--- config.mk ---
export PLATFORM = sky130hd
export DESIGN_NAME = uart_rx_fifo
export DESIGN_NICKNAME = d
export VERILOG_FILES = /design/src/rtl/uart_rx_fifo.sv
export SDC_FILE = /design/constraint.sdc
export NUM_CORES = 1
export LEC_CHECK = 0
export ABC_AREA = 1
export BUFFER_PORTS_ARGS = -buffer_cell sky130_fd_sc_hd__clkbuf_2
export CAP_MARGIN = 25
export CORE_MARGIN = 3
export CORE_UTILIZATION = 30
export DETAILED_ROUTE_END_ITERATION = 12
export PLACE_DENSITY = 0.43
export SETUP_SLACK_MARGIN = 0.1
export SYNTH_ARGS = -nofsm -noshare
export SYNTH_HDL_FRONTEND = slang
export SYNTH_SLANG_ARGS = --single-unit
--- constraint.sdc ---
create_clock -name clk -period 2.4 [get_ports clk]
set_input_delay 0.72 -clock clk [delete_from_list [all_inputs] [get_ports clk]]
set_output_delay 0.72 -clock clk [all_outputs]
set_load 0.01 [all_outputs]
--- src/rtl/uart_rx_fifo.sv ---
// 8N1 UART receiver that samples mid-bit at a fixed baud divisor and buffers
// received bytes in a first-word-fall-through FIFO behind a valid/ready port.
module uart_rx_fifo #(
    parameter int BAUD_DIV   = 434,
    parameter int FIFO_DEPTH = 16,
    parameter int CNT_W      = 5
) (
    input  logic             clk,
    input  logic             rst_n,
    input  logic             rx,
    output logic [7:0]       rx_data,
    output logic             rx_valid,
    input  logic             rx_ready,
    output logic             frame_err,
    output logic             overflow,
    output logic [CNT_W-1:0] fifo_count
);

    localparam int BCNT_W = $clog2(BAUD_DIV);
    localparam int AW     = CNT_W - 1;
    localparam logic [BCNT_W-1:0] HALF_LOAD = BCNT_W'(BAUD_DIV / 2 - 1);
    localparam logic [BCNT_W-1:0] FULL_LOAD = BCNT_W'(BAUD_DIV - 1);

    typedef enum logic [2:0] {
        IDLE,
        START,
        DATA,
        STOP,
        WAIT_IDLE
    } state_t;

    logic              rx_meta, rx_s;
    state_t            state, state_next;
    logic [BCNT_W-1:0] bcnt, bcnt_next;
    logic [2:0]        bidx, bidx_next;
    logic [7:0]        shreg, shreg_next;
    logic              push, frame_err_next;

    logic [7:0]        mem [FIFO_DEPTH];
    logic [CNT_W-1:0]  wr_ptr, rd_ptr;
    logic              full, pop, wr_en;

    // NOTE: sequential state uses non-blocking assignments so every flop
    // samples the pre-edge value of its inputs, independent of block order.
    always_ff @(posedge clk) begin
        if (!rst_n) begin
            rx_meta <= 1'b1;
            rx_s    <= 1'b1;
        end else begin
            rx_meta <= rx;
            rx_s    <= rx_meta;
        end
    end

    always_ff @(posedge clk) begin
        if (!rst_n) begin
            state     <= IDLE;
            bcnt      <= '0;
            bidx      <= '0;
            shreg     <= '0;
            frame_err <= 1'b0;
        end else begin
            state     <= state_next;
            bcnt      <= bcnt_next;
            bidx      <= bidx_next;
            shreg     <= shreg_next;
            frame_err <= frame_err_next;
        end
    end

    // NOTE: every always_comb output gets a default first so no path through
    // the case statement can leave a signal unassigned and infer a latch.
    always_comb begin
        state_next     = state;
        bcnt_next      = bcnt;
        bidx_next      = bidx;
        shreg_next     = shreg;
        push           = 1'b0;
        frame_err_next = 1'b0;
        unique case (state)
            IDLE: begin
                if (!rx_s) begin
                    state_next = START;
                    bcnt_next  = HALF_LOAD;
                end
            end
            START: begin
                if (bcnt != '0) begin
                    bcnt_next = bcnt - 1'b1;
                end else if (rx_s) begin
                    state_next = IDLE;
                end else begin
                    state_next = DATA;
                    bcnt_next  = FULL_LOAD;
                    bidx_next  = '0;
                end
            end
            DATA: begin
                if (bcnt != '0) begin
                    bcnt_next = bcnt - 1'b1;
                end else begin
                    shreg_next[bidx] = rx_s;
                    bcnt_next        = FULL_LOAD;
                    bidx_next        = bidx + 3'd1;
                    if (bidx == 3'd7) state_next = STOP;
                end
            end
            STOP: begin
                if (bcnt != '0) begin
                    bcnt_next = bcnt - 1'b1;
                end else if (rx_s) begin
                    push       = 1'b1;
                    state_next = IDLE;
                end else begin
                    frame_err_next = 1'b1;
                    state_next     = WAIT_IDLE;
                end
            end
            WAIT_IDLE: begin
                // A held-low line stays here so a break reports one error only.
                if (rx_s) state_next = IDLE;
            end
            default: state_next = IDLE;
        endcase
    end

    // Pointers carry one extra wrap bit to tell full from empty.
    assign rx_valid   = (wr_ptr != rd_ptr);
    assign full       = (wr_ptr[AW] != rd_ptr[AW]) && (wr_ptr[AW-1:0] == rd_ptr[AW-1:0]);
    assign pop        = rx_valid && rx_ready;
    assign wr_en      = push && (!full || pop);
    assign fifo_count = wr_ptr - rd_ptr;
    assign rx_data    = rx_valid ? mem[rd_ptr[AW-1:0]] : 8'h00;

    always_ff @(posedge clk) begin
        if (!rst_n) begin
            wr_ptr   <= '0;
            rd_ptr   <= '0;
            overflow <= 1'b0;
        end else begin
            if (wr_en) wr_ptr <= wr_ptr + 1'b1;
            if (pop)   rd_ptr <= rd_ptr + 1'b1;
            overflow <= push && full && !pop;
        end
    end

    // NOTE: the storage array has no reset; contents are only observable
    // through rx_data, which is masked to zero while the FIFO is empty.
    always_ff @(posedge clk) begin
        if (wr_en) mem[wr_ptr[AW-1:0]] <= shreg;
    end

endmodule

==> results list <==
- Routability-driven placement finished with a final weighted congestion of 0.861.
* Vias in the first global route: 5185
- Fin Clk Skew: 0.0153 ns
* Setup WS post-layout: -0.233 ns
* Commonest non-fill, non-tap cell in the layout: sky130_fd_sc_hd__edfxtp_1
- Once detail routing completed, the nets flagged for antenna violations numbered 0.
- The hold violation count in the final report is 0.
* Starting DRC count in detailed routing: 299
- Registers are responsible for 39.0% of the overall power.
- Global route total overflow: 0
- The first global-routing pass estimated 29500 um of wire.
* Die area: 0.0264 mm^2
- The number of antenna violations at the first check in global routing is 0.
- Io pins: 20
* Combined area of all synthesized cells: 0.00735 mm^2
- The count of buffers added on input and output ports is 19.
* Estimated wirelength of the detail-placed design: 12400 um
- Sequential share of the synthesized area: 63.5%
* Total power: 8.60 mW
* Post-route fraction of the period consumed by the critical path: 110%
- The final number of max-transition violations is 0.
- Worst skew pair latency: 0.43 ns
- Cell total after placement: 1005
- Internal power comes to 5.80 mW.
- The worst setup path is launched from a flop.
* Number of filler instances in the final layout: 2312
* Distinct cell type count of the synthesized netlist: 37
- Count of maximum capacitance violations: 0
- At the pin with the least slew margin, the transition time is 0.788 ns.
- Per-instance average area after synthesis: 11.2 um^2
- Crit-path max FO: 14
- Fraction of power consumed by the clock network: 30.2%
* DRC viols: 0
- Post-Route Hold Slack: 0.419 ns
- Registers take 0.00469 mm^2.
* CTS root buffer: sky130_fd_sc_hd__clkbuf_16
* Worst Path Class, Setup: reg -> out
- Vias post-DR: 5100
- For this run, the total global-route usage over all layers was measured as 14.8%.
- In the layout the commonest cells are 128 x sky130_fd_sc_hd__edfxtp_1, 74 x sky130_fd_sc_hd__nor2_1, 52 x sky130_fd_sc_hd__nand2_1.
- Combinational cells account for 30.8% of the total power.
- Vertical extent of the die: 162 um
* Hold Crit Class: reg -> reg
* Total of hold buffers inserted after clock tree synthesis: 0
* Required time reported for the critical path endpoint: 1.68 ns
- H-tree depth reported by CTS: 4
* Pin count of the biggest net entering global routing: 22
* Clock-pin slew reported for the worst setup and hold paths after clock tree synthesis: 0.07 ns
- At the worst endpoint, the arrival time is 1.91 ns.
* Maximum clock frequency: 380 MHz
- The net count of the finished layout is 749.
- Final critical-path required period: 2.63 ns
* Synth-to-Final Area Change: 26.3%
- Synth Register Bits: 169
- Ratio of total power to cell area: 927 mW/mm^2
* Switching power: 2.80 mW
* Switching Share: 32.6%
- The clock drives 169 sinks.
- Cell count of the worst reg-to-reg path: 12
* Final Setup Violations: 11
* Share of layout cells above drive strength 1: 26.9%
- The die is 162 um wide.
- Headroom to the max-slew limit came out at 47.4%.
* Via-to-Cell Ratio: 4.80
- CTS tree: done
- The multi-input combinational cells in the finished layout cover a total of 0.00259 mm^2.
* Final antenna diode count: 0
- IR analysis of the VDD net gives a maximum drop of 491 uV.
- Result of the run: complete, but fails checks
* Instance area at placement: 0.00807 mm^2
* Number of non-filler instances in the completed layout: 1063
- Number of warnings reported in the yosys synthesis log: 0
- Post-Syn Instances: 657
- Unrepaired setup endpoints after global routing: true
- In this run the core area contains 56 standard-cell rows.
- Cell count of the worst hold path: 1
* Total CTS buffers: 17
* Crit. End Element: output pin
- Final standard cell utilization of the core: 39.1%
- Total iterations of the first detailed-routing run: 5
- Pleak: 3.33 nW
- Worst setup slack before clock tree synthesis: 0.0805 ns
- The region available for standard cell placement spans 0.0238 mm^2.
- Max Buffers Root-to-Sink: 2
- With fillers left out, the area of the finished cells amounts to 0.00928 mm^2.
- Syn_nets: 675
* Total negative slack for setup checks: -1.77 ns
- Routed length per instance: 17.8 um
- The initial utilization of the core area, before any placement, comes to 30.9%.
* Drt total wl: 18900 um
* Violated checks: setup timing
## cell usage after synthesis
cell type	n	area, um^2
sky130_fd_sc_hd__xor2_2	1	16.3
sky130_fd_sc_hd__xnor2_1	3	26.3
sky130_fd_sc_hd__nand2_1	57	214
sky130_fd_sc_hd__inv_2	6	22.5
sky130_fd_sc_hd__nor2_8	1	20.0
sky130_fd_sc_hd__buf_1	2	7.51
sky130_fd_sc_hd__clkinv_2	1	5.00
sky130_fd_sc_hd__o21ai_0	50	250
sky130_fd_sc_hd__nand2_4	1	11.3
sky130_fd_sc_hd__nand2_2	6	37.5
sky130_fd_sc_hd__nor3_2	1	10.0
sky130_fd_sc_hd__nor2_2	4	25.0
sky130_fd_sc_hd__a21oi_2	2	17.5
sky130_fd_sc_hd__nor2_4	2	22.5
sky130_fd_sc_hd__nor3_1	5	25.0
sky130_fd_sc_hd__inv_1	38	143
sky130_fd_sc_hd__clkbuf_1	14	52.6
sky130_fd_sc_hd__or2_2	2	12.5
sky130_fd_sc_hd__xor2_1	5	43.8
sky130_fd_sc_hd__ha_1	13	163
sky130_fd_sc_hd__o21a_1	24	180
sky130_fd_sc_hd__nand3b_2	1	11.3
sky130_fd_sc_hd__fa_1	1	20.0
sky130_fd_sc_hd__nor2_1	81	304
sky130_fd_sc_hd__dfxtp_1	41	821
sky130_fd_sc_hd__o21ai_1	7	35.0
sky130_fd_sc_hd__nand3_1	33	165
sky130_fd_sc_hd__or2_0	1	6.26
sky130_fd_sc_hd__nand3_2	1	10.0
sky130_fd_sc_hd__o221ai_1	8	70.1
sky130_fd_sc_hd__nand4_1	4	25.0
sky130_fd_sc_hd__edfxtp_1	128	3840
sky130_fd_sc_hd__o21bai_1	32	240
sky130_fd_sc_hd__buf_2	12	60.1
sky130_fd_sc_hd__nand3_4	2	35.0
sky130_fd_sc_hd__o211ai_1	24	180
sky130_fd_sc_hd__a21oi_1	43	215
## worst max-delay path: stages, from the launching register on
cell,delay [ns]
sky130_fd_sc_hd__dfxtp_4,0.43
sky130_fd_sc_hd__buf_6,0.12
sky130_fd_sc_hd__buf_12,0.13
sky130_fd_sc_hd__o21ai_1,0.09
sky130_fd_sc_hd__o221ai_2,0.22
sky130_fd_sc_hd__nand3_1,0.20
sky130_fd_sc_hd__a21oi_2,0.17
sky130_fd_sc_hd__buf_2,0.14
## what timing repair did
item / in CTS / in global routing
resized for setup: 68 / 55
gates cloned: 4 / 0
pin swaps: 19 / 18
setup buffers: 14 / 8
hold endpoints to repair: 0 / 0
endpoints found under the setup margin: 13 / 54
## layout make-up
type / count / share of cell area (%)
inverters: 45 / 2.02
well taps: 319 / 4.30
repair buffers: 83 / 9.16
multi-input cells: 415 / 28.0
clock buffers: 18 / 4.63
flip-flops and latches: 169 / 50.5
clock inverters: 14 / 1.43
## per-layer routing
layer	global-route usage (%)	vias up	wire, um	share of wire [%]
li1	-	2503	-	-
met1	18.8	2514	8410	44
met2	25.5	73	9620	51
met3	3.26	10	708	3.7
met4	3.92	0	195	1.0
met5	0	-	0	0
## kinds of logic after synthesis
| logic type | after synthesis | share of synthesized area [%] |
|---|---|---|
| simple gates | 202 | 12.7 |
| compound gates | 190 | 16.2 |
| flops | 169 | 63.5 |
| buf+inv | 73 | 3.95 |
| fa+ha+maj | 14 | 2.49 |
| xor+xnor | 9 | 1.18 |
## path summary, 6_finish.rpt
path | slack (ns) | to | from
worst min register to register | 0.42 | rx_s$_SDFF_PN1_ | rx_meta$_SDFF_PN1_
worst min-delay path | 0.42 | rx_s$_SDFF_PN1_ | rx_meta$_SDFF_PN1_
worst max register to register | 0.22 | mem[13][6]$_DFFE_PP_ | rd_ptr[2]$_SDFFE_PN0P_
worst max-delay path | -0.23 | rx_data[4] | flop
## power by group through the flow
stage	combinational (mW)	clock (mW)	sequential [mW]
after floorplan	1.46	0	3.34
after global placement	2.06	0	3.39
after detailed placement	2.08	0	3.39
after CTS	2.56	2.65	3.36
after global routing	2.91	2.80	3.37
final	2.65	2.60	3.36
## state kept, by name, indices dropped and copies added (netlist names), named ones only
| register | flops |
|---|---|
| rx_s | 1 |
| mem | 128 |
| rd_ptr | 5 |
| shreg | 8 |
| bidx | 3 |
| wr_ptr | 5 |
| overflow | 1 |
| state | 3 |
| rx_meta | 1 |
| frame_err | 1 |
| bcnt | 9 |
Note: power is estimated with default switching activity, not from simulation.
